[src/rtl/arith_coding_pkg.sv]
// rtl/arith_coding_pkg.sv - shared types, defaults and code-length helpers for the arithmetic-coding datapath
// Contents: seq_state_e {IDLE, SHIFT}; DEF_SYM_W / DEF_MAX_UNARY / DEF_CODE_W defaults;
//           code_width() and code_len() helpers.
package arith_coding_pkg;

    typedef enum logic {
        IDLE  = 1'b0,
        SHIFT = 1'b1
    } seq_state_e;

    localparam int DEF_SYM_W     = 4;
    localparam int DEF_MAX_UNARY = 3;

    // Longest codeword: escape prefix (max_unary+1 ones) plus the raw symbol bits.
    function automatic int code_width(input int max_unary, input int sym_w);
        return max_unary + 1 + sym_w;
    endfunction

    localparam int DEF_CODE_W = code_width(DEF_MAX_UNARY, DEF_SYM_W);

    function automatic int code_len(input int sym, input int max_unary, input int sym_w);
        return (sym <= max_unary) ? sym + 1 : code_width(max_unary, sym_w);
    endfunction

endpackage

[src/rtl/unary_codeword_gen.sv]
// rtl/unary_codeword_gen.sv - combinational symbol to left-aligned unary/escape codeword mapper
// Ports: sym (in, SYM_W) symbol value; codeword (out, CODE_W) MSB-first code, left-aligned;
//        length (out, LEN_W) number of valid code bits; is_escape (out) symbol exceeds MAX_UNARY.
module unary_codeword_gen
    import arith_coding_pkg::*;
#(
    parameter int SYM_W     = DEF_SYM_W,
    parameter int MAX_UNARY = DEF_MAX_UNARY,
    parameter int CODE_W    = code_width(MAX_UNARY, SYM_W),
    parameter int LEN_W     = $clog2(CODE_W) + 1
) (
    input  logic [SYM_W-1:0]  sym,
    output logic [CODE_W-1:0] codeword,
    output logic [LEN_W-1:0]  length,
    output logic              is_escape
);

    always_comb begin
        is_escape = (int'(sym) > MAX_UNARY);
        codeword  = '0;
        if (is_escape) begin
            // Escape prefix fills the top MAX_UNARY+1 bits; raw symbol fills the rest exactly.
            codeword = {{(MAX_UNARY + 1){1'b1}}, sym};
        end else begin
            // s leading ones; the terminating zero is already present below them.
            for (int i = 0; i < CODE_W; i++) begin
                if (i < int'(sym)) begin
                    codeword[CODE_W-1-i] = 1'b1;
                end
            end
        end
        length = LEN_W'(code_len(int'(sym), MAX_UNARY, SYM_W));
    end

endmodule

[src/rtl/symbol_code_sequencer.sv]
// rtl/symbol_code_sequencer.sv - serialises unary/escape codewords of incoming symbols MSB-first
// Ports: sys_clk, sys_reset (sync, active-high);
//        sym_in/sym_valid/sym_last/sym_ready - symbol input handshake;
//        bit_out/bit_valid/bit_last/bit_ready - serial code bit output handshake;
//        busy - codeword in flight; sym_count/esc_count - saturating statistics.
module symbol_code_sequencer
    import arith_coding_pkg::*;
#(
    parameter int SYM_W     = DEF_SYM_W,
    parameter int MAX_UNARY = DEF_MAX_UNARY,
    parameter int CNT_W     = 16
) (
    input  logic             sys_clk,
    input  logic             sys_reset,
    input  logic [SYM_W-1:0] sym_in,
    input  logic             sym_valid,
    input  logic             sym_last,
    output logic             sym_ready,
    output logic             bit_out,
    output logic             bit_valid,
    output logic             bit_last,
    input  logic             bit_ready,
    output logic             busy,
    output logic [CNT_W-1:0] sym_count,
    output logic [CNT_W-1:0] esc_count
);

    localparam int CW    = code_width(MAX_UNARY, SYM_W);
    localparam int LEN_W = $clog2(CW) + 1;
    localparam logic [CNT_W-1:0] CNT_MAX = {CNT_W{1'b1}};

    seq_state_e        state;
    logic [CW-1:0]     shift_reg;
    logic [LEN_W-1:0]  bit_cnt;
    logic              last_flag;

    logic [CW-1:0]     gen_code;
    logic [LEN_W-1:0]  gen_len;
    logic              gen_esc;

    unary_codeword_gen #(
        .SYM_W     (SYM_W),
        .MAX_UNARY (MAX_UNARY),
        .CODE_W    (CW),
        .LEN_W     (LEN_W)
    ) u_gen (
        .sym       (sym_in),
        .codeword  (gen_code),
        .length    (gen_len),
        .is_escape (gen_esc)
    );

    // The shift register MSB is the current bit; it is cleared whenever idle so bit_out reads 0.
    assign bit_out = shift_reg[CW-1];

    always_ff @(posedge sys_clk) begin
        if (sys_reset) begin
            state     <= IDLE;
            shift_reg <= '0;
            bit_cnt   <= '0;
            last_flag <= 1'b0;
            bit_valid <= 1'b0;
            bit_last  <= 1'b0;
            busy      <= 1'b0;
            sym_ready <= 1'b1;
            sym_count <= '0;
            esc_count <= '0;
        end else begin
            case (state)
                IDLE: begin
                    if (sym_valid && sym_ready) begin
                        shift_reg <= gen_code;
                        bit_cnt   <= gen_len;
                        last_flag <= sym_last;
                        bit_valid <= 1'b1;
                        bit_last  <= sym_last && (gen_len == LEN_W'(1));
                        busy      <= 1'b1;
                        sym_ready <= 1'b0;
                        state     <= SHIFT;
                        if (sym_count != CNT_MAX) begin
                            sym_count <= sym_count + 1'b1;
                        end
                        if (gen_esc && (esc_count != CNT_MAX)) begin
                            esc_count <= esc_count + 1'b1;
                        end
                    end
                end
                SHIFT: begin
                    if (bit_ready) begin
                        if (bit_cnt == LEN_W'(1)) begin
                            state     <= IDLE;
                            shift_reg <= '0;
                            bit_cnt   <= '0;
                            last_flag <= 1'b0;
                            bit_valid <= 1'b0;
                            bit_last  <= 1'b0;
                            busy      <= 1'b0;
                            sym_ready <= 1'b1;
                        end else begin
                            shift_reg <= {shift_reg[CW-2:0], 1'b0};
                            bit_cnt   <= bit_cnt - 1'b1;
                            // Next bit is the final one when two remain before this shift.
                            bit_last  <= last_flag && (bit_cnt == LEN_W'(2));
                        end
                    end
                end
                default: state <= IDLE;
            endcase
        end
    end

endmodule

[config.mk]
export PLATFORM = sky130hd
export DESIGN_NAME = symbol_code_sequencer
export DESIGN_NICKNAME = d
export VERILOG_FILES = /design/src/rtl/arith_coding_pkg.sv /design/src/rtl/unary_codeword_gen.sv /design/src/rtl/symbol_code_sequencer.sv
export SDC_FILE = /design/constraint.sdc
export NUM_CORES = 1
export LEC_CHECK = 0
export ABC_AREA = 1
export CAP_MARGIN = 10
export CORE_MARGIN = 2
export CORE_UTILIZATION = 50
export CTS_CLUSTER_DIAMETER = 50
export DETAILED_ROUTE_END_ITERATION = 10
export HOLD_SLACK_MARGIN = 0.06
export PLACE_DENSITY = 0.75
export SYNTH_ARGS = -nofsm -noshare
export SYNTH_HDL_FRONTEND = slang
export SYNTH_HIERARCHICAL = 1
export SYNTH_SLANG_ARGS = --single-unit
[constraint.sdc]
create_clock -name sys_clk -period 2.3 [get_ports sys_clk]
set_input_delay 0.23 -clock sys_clk [delete_from_list [all_inputs] [get_ports sys_clk]]
set_output_delay 0.23 -clock sys_clk [all_outputs]
set_load 0.05 [all_outputs]
==> results.py <==
metrics = {
    "synth": {
        "synth-async-reset-ratio_pct": 0,
        "synth_edf_count": 0,
        "yosys.area_share.simple_pct": 36.7,
        "synth_top_family_by_area": "simple AND/OR/NAND/NOR gates",
        "synth_seq_cells": 49,
        "synth_area_um2": 2920,
        "syn_nets": 455,
        "synth-main-ff-cell": "dfxtp_1",
        "synth_top_area_share_pct": 33.6,
        "avgSynthCellArea_um2": 6.66,
        "synthMuxAreaShare_pct": 0,
        "ys.warnings.count": 6,
        "synth-compound-area-share_pct": 14.3,
        "synth_cell_type_count": 33,
        "synth-seq-area-share_pct": 33.6,
        "yosysTopAreaCell": "dfxtp_1",
        "synth_cells": 439,
        "synth_xor_xnor_area_share_pct": 3.60,
        "synth_adder_area_share_pct": 3.00,
        "ys_top_cells_by_area": "dfxtp_1, nand2_1, nor2_1",
    },
    "setup_path": {
        "rr_worst_depth": 7,
        "arrival_ns": 1.64,
        "worst-path-max-fanout": 7,
        "critPathCaptureType": "output port",
        "r2r_setup_slack_ns": 0.48,
        "start_kind": "register",
        "path_buf_inv": 1,
        "cp_num_cells": 1,
        "cpMaxStageDelayCell": "clkdlybuf4s50_1",
        "worstSetupPathType": "register to output port",
        "r2r-end": "sym_count[0]$_SDFFE_PP0P_",
        "crit_chain": "clkdlybuf4s50_1",
        "critPathTopFamily": "buffers and inverters",
        "cp.required_ns": 2.07,
        "worst_r2r_startpoint": "sym_count[0]$_SDFFE_PP0P_",
        "critPathMaxStageDelay_ns": 0.86,
    },
    "power": {
        "p_int_mw": 1.23,
        "p_sw_share_pct": 30.2,
        "clockPowerShare_pct": 29.3,
        "switchingPower_mw": 0.535,
        "cellLeakagePower_nw": 1.26,
        "pwr-share-seq_pct": 52.4,
        "p_total_mw": 1.77,
        "power_frac_comb_pct": 18.3,
        "power.density_nw_per_um2": 513,
        "ir_worst_vdd_uv": 372,
    },
    "clocking": {
        "clk_transition_reported_paths_ns": 0.09,
        "cts-root-buf": "clkbuf_8",
        "hold_buffers": 0,
        "postCtsSetupRepairBufs": 0,
        "cts_resized": 0,
        "clkSinkCount": 49,
        "clk_path_buf_depth": 2,
        "cts_tree": "yes",
        "cts_htree_levels": 2,
        "cts_buffers": 5,
        "clock_latency_ns": 0.29,
    },
    "floorplanning": {
        "coreArea_um2": 5570,
        "rows": 27,
        "die_area_um2": 6470,
        "ioPinCount": 46,
        "die_h_um": 80.4,
        "initial_core_util_pct": 52.4,
        "die_w_um": 80.4,
    },
    "timing": {
        "max_slew_margin_pct": 62.2,
        "rsz0062_at_grt": "false",
        "hold_viol_final": 0,
        "setup-violations-final": 0,
        "fmax_mhz": 534,
        "fin_crit_sh_pct": 81.4,
        "finalCriticalPeriod_ns": 1.87,
        "worst_pin_slew_ns": 0.567,
        "slew_viol_final": 0,
        "tns_ns": 0,
        "fin_worst_skew_ns": 0.00382,
    },
    "cells_and_area": {
        "final_common_cell": "nand2_1",
        "syn_to_final_growth_pct": 18.0,
        "nNetsFinal": 491,
        "mostFrequentLayoutCells": "nand2_1, nor2_1, dfxtp_1",
        "regArea_um2": 981,
        "antennaDiodeCount": 0,
        "drive_above_1_share_pct": 8.42,
        "multiInputGateArea_um2": 1690,
        "nFillCells": 530,
    },
    "routing": {
        "drt.antenna.violating_nets": 0,
        "vias": 2848,
        "routed_wl_um": 6640,
        "avgRoutedWirePerCell_um": 12.1,
        "vias_per_cell": 5.21,
        "drc_errors": 0,
        "dr.pass1.iters": 4,
        "drt_iter0_drc": 132,
    },
    "grt": {
        "grt-ovfl-total": 0,
        "grt_pass1_vias": 2591,
        "grt_max_degree": 29,
        "grt_pass1_wl_um": 11400,
        "track_usage_pct": 21.8,
        "antenna_found_initial": 0,
    },
    "flow_run": {
        "maxCapViolations": 0,
    },
    "min_path": {
        "worstHoldStart": "shift_reg[5]$_SDFFE_PP0P_",
        "whs_path_depth": 2,
        "hp-class": "register to register",
        "hold_end": "shift_reg[6]$_SDFFE_PP0P_",
    },
    "placement": {
        "hpwl_um": 4690,
        "gp_congestion": 0.846,
        "portBuffers": 45,
    },
    "outcome": {
        "status": "complete, no violations",
    },
}
-- synth_stat cells (2+ instances only) --
master      n
a21oi_2    12
a21oi_1    33
nand3_2     2
o21ai_0    21
dfxtp_1    49
nor2_1     61
nand2_1   134
inv_2       2
buf_2       4
ha_1        7
nand4_1    12
buf_6       4
buf_4       3
xor2_1      6
nand3_1    19
nand3b_1    3
nand2_2     4
clkbuf_1    5
inv_1      34
xnor2_1     6
nor2_4      3
nor2_2      4
-- layer usage --
layer  global-route usage [%]  vias to the layer above  part of all wire, %
met2                     36.8                       62                   46
met5                        0                        -                    0
met4                     5.08                        0                 0.96
met1                     29.0                     1311                   48
li1                         -                     1469                    -
met3                     3.82                        6                  4.2
-- power by group through the flow --
stage          Sequential [mW]  Combinational, mW  Clock, mW
2_1_floorplan            0.992              0.199          0
3_3_place_gp             0.947              0.316          0
3_5_place_dp             0.945              0.323          0
4_1_cts                  0.927              0.324      0.528
5_1_grt                  0.933              0.357      0.559
6_report                 0.928              0.324      0.518
-- kinds of logic after synthesis --
group                      Yosys count
AOI/OAI and AO/OA                   70
buffers and inverters               55
adders and majority gates            7
and+or+nand+nor                    246
DFF                                 49
xor gates and xnor gates            12
-- per-stage QoR --
stage,util [%],area (um2),instances,hold WS [ns],setup slack [ns]
global route,61.9,3450,547,0.481,0.302
CTS,61.9,3450,547,0.468,0.440
finish,61.9,3450,547,0.469,0.429
global placement,60.3,3360,540,0.451,0.413
detailed placement,60.3,3360,540,0.453,0.305
floorplan,-,2920,439,0.408,0.387
-- area by class of cell --
class,count,share of cell area (%)
inverters,37,4.06
repair buffers,47,13.5
clock buffers,7,2.50
well taps,72,2.61
flip-flops and latches,49,28.4
multi-input cells,335,48.9
-- how the worst max path moves through the flow --
stage / endpoint / from / slack [ns]
6_report: sym_count[2] / sym_count[2]$_SDFFE_PP0P_ / 0.43
2_1_floorplan: sym_count[0]$_SDFFE_PP0P_ / sym_count[0]$_SDFFE_PP0P_ / 0.39
5_1_grt: esc_count[11]$_SDFFE_PP0P_ / esc_count[1]$_SDFFE_PP0P_ / 0.30
3_5_place_dp: shift_reg[6]$_SDFFE_PP0P_ / sym_valid / 0.30
3_3_place_gp: bit_cnt[2]$_SDFFE_PP0P_ / sym_valid / 0.41
4_1_cts: sym_count[2] / sym_count[2]$_SDFFE_PP0P_ / 0.44
Power figures use the tool's default switching activity.
==> RTL change (same flow settings) <==
Change the parameter `CNT_W` from 16 to 32.
--- a/src/rtl/symbol_code_sequencer.sv
+++ b/src/rtl/symbol_code_sequencer.sv
@@ -8,7 +8,7 @@
 #(
     parameter int SYM_W     = DEF_SYM_W,
     parameter int MAX_UNARY = DEF_MAX_UNARY,
-    parameter int CNT_W     = 16
+    parameter int CNT_W     = 32
 ) (
     input  logic             sys_clk,
     input  logic             sys_reset,
Interface: changed (resized esc_count and sym_count); port bits go from 46 to 78. No check against the original RTL was run, so the function may have changed too.
==> RTL change against the unedited design <==
Sequential cell count up 32. Synthesized area up 71%. Routed wire length up 99%. Worst setup slack worse by 0.14 ns. Power up 72%. Sequential share of layout area down 1.7 points. Fmax down 6.8%. Register-to-register slack worse by 0.19 ns. Final area up 76%. Non-clock buffer count up 41. Critical path depth up 9. Clock power up 110%. Utilization up 0.52 points. Critical path type is now register to register. Highest routed layer unchanged.
==> RTL change: results (changes against the unedited design) <==
maximum number of pins on one net before global-route repair=42 (+45%); count of buffers from port buffering=77 (+71%); post-synthesis sequential area ratio=0.325 (-0.0109); count of endpoints failing hold in the final timing report=0 (unchanged); Power Internal=2.13 mW (+73%); share of layout cells above drive strength 1=0.0767 (-0.00746); clock skew=0.0166 ns (+0.0128 ns); reg-to-reg endpoint=sym_count[26]; leakage power of the design=2.23 nW (+77%); post-synthesis net count=822 (+81%); leading post-synthesis cells by cell area=sky130_fd_sc_hd__dfxtp_1, sky130_fd_sc_hd__nand2_1, sky130_fd_sc_hd__nor2_1, sky130_fd_sc_hd__a21oi_1, sky130_fd_sc_hd__inv_1; initial antenna violation count=0 (unchanged); Max Root-Sink Buffers=2 (unchanged); Worst R2R Path Depth=10 (+3); cell family with most CP delay=simple AND/OR/NAND/NOR gates; count of routing violations after the opening detailed-route iteration=172 (+30%); maximum net fanout on the critical path=30 (+23); met3 track utilization from global routing=0.0332 (-0.00499); CTS clk-pin slew, worst paths=0.09 ns (about the same); CTS Root Cell=sky130_fd_sc_hd__clkbuf_8; gr usage total=0.249 (+0.0307); first-pass GRT wire length=22.5 mm (+97%); VDD IR max=240 µV (-35%); number of H-tree levels=3 (+1); number of fill cells=910 (+72%); met1 layer usage reported by global route=0.309 (+0.0188); source of the worst register-to-register timing path=sym_count[1]; number of cells upsized or downsized after cts=0 (unchanged); stage delay of the slowest cell on the critical path=0.42 ns (-0.44 ns); Yosys warnings=6 (unchanged); end of the worst hold path=sym_ready; post-layout net count=897 (+83%); Hold Path Cell Cnt=3 (+1); run status=complete, no violations; most numerous cell types in the synthesized netlist=sky130_fd_sc_hd__nand2_1, sky130_fd_sc_hd__nor2_1, sky130_fd_sc_hd__dfxtp_1; cell with the largest stage delay on the worst path=sky130_fd_sc_hd__dfxtp_1; routability-driven placement congestion ratio=0.966 (+14%); R2R Setup Slk=0.29 ns (-0.19 ns); DP HPWL=9.91 mm (+110%); via count of the first global-routing pass=4,922 (+90%); actual transition at the worst max-transition pin=0.520 ns (-0.0469 ns); Inserted Clock Buffers=9 (+4); met2 track utilization from global routing=0.436 (+0.0678); count of TritonRoute iterations in the first routing pass=5 (+1); worst hold path startpoint=sys_reset; async set or reset register ratio after synthesis=0 (unchanged); antenna cells=0 (unchanged); routed wirelength normalized by instance count=13.0 µm (+7.1%); critical setup path kind=register to register; Cell variety after synth=36 (+9.1%); type of the most critical hold path=primary input to register; total number of vias=5,225 (+83%); clock insertion delay at the later pin of the skew report=0.36 ns (+0.07 ns); post-CTS repair timing setup buffer count=0 (unchanged)
RTL change: final cells by class:
type                    count  share of cell area
multi-input cells         642               0.495
flip-flops and latches     81               0.267
repair buffers             88               0.142
inverters                  59              0.0365
well taps                 133              0.0274
clock buffers              11              0.0233
clock inverters             5             0.00907
RTL change: metal layers:
metal / share of wire / routed length, µm / up-vias
met4: 0.023 / 311 / 0
met2: 0.48 / 6390 / 149
li1: - / - / 2690
met5: 0 / 0 / -
met3: 0.050 / 660 / 26
met1: 0.44 / 5880 / 2360
RTL change: cells by family after synthesis:
kind of cell             count (synthesis)  share of synthesized area
AO/OA/AOI/OAI                           96                      0.104
XOR/XNOR                                21                     0.0369
adder cells (fa/ha/maj)                  7                     0.0175
buffers and inverters                   83                     0.0734
flip-flops                              81                      0.325
AND/OR/NAND/NOR                        518                      0.443
RTL change: how the worst max path moves through the flow:
stage            startpoint             to  slack (ns)
2_1_floorplan  sym_count[1]  sym_count[22]        0.26
3_3_place_gp      sym_in[3]  esc_count[15]        0.30
3_5_place_dp      sym_in[2]  esc_count[15]        0.19
4_1_cts        sym_count[1]  sym_count[25]        0.31
5_1_grt        sym_count[1]   sym_count[4]        0.14
6_report       sym_count[1]  sym_count[26]        0.29
RTL change: per-stage QoR:
| stage | instance area (µm²) | setup slack [ns] | cells | total power, mW | hold slack, ns |
|---|---|---|---|---|---|
| 2_1_floorplan | 4990 | 0.264 | 806 | 1.87 | 0.379 |
| 3_3_place_gp | 5870 | 0.304 | 1003 | 1.99 | 0.446 |
| 3_5_place_dp | 5870 | 0.191 | 1003 | 2.00 | 0.447 |
| 4_1_cts | 6070 | 0.309 | 1019 | 3.05 | 0.358 |
| 5_1_grt | 6070 | 0.141 | 1019 | 3.17 | 0.392 |
| 6_report | 6070 | 0.293 | 1019 | 3.04 | 0.353 |
RTL change: worst min-delay path, cell delays in order:
cell	delay, ns
sky130_fd_sc_hd__clkbuf_2	0.09
sky130_fd_sc_hd__inv_1	0.20
sky130_fd_sc_hd__nand3_1	0.15
RTL change: power by group through the flow:
stage / Clock (mW) / Combinational [mW] / Sequential, mW
final: 1.07 / 0.470 / 1.50
after global placement: 0 / 0.462 / 1.53
after detailed placement: 0 / 0.469 / 1.53
after floorplan: 0 / 0.267 / 1.60
after CTS: 1.08 / 0.471 / 1.50
after global routing: 1.14 / 0.517 / 1.51
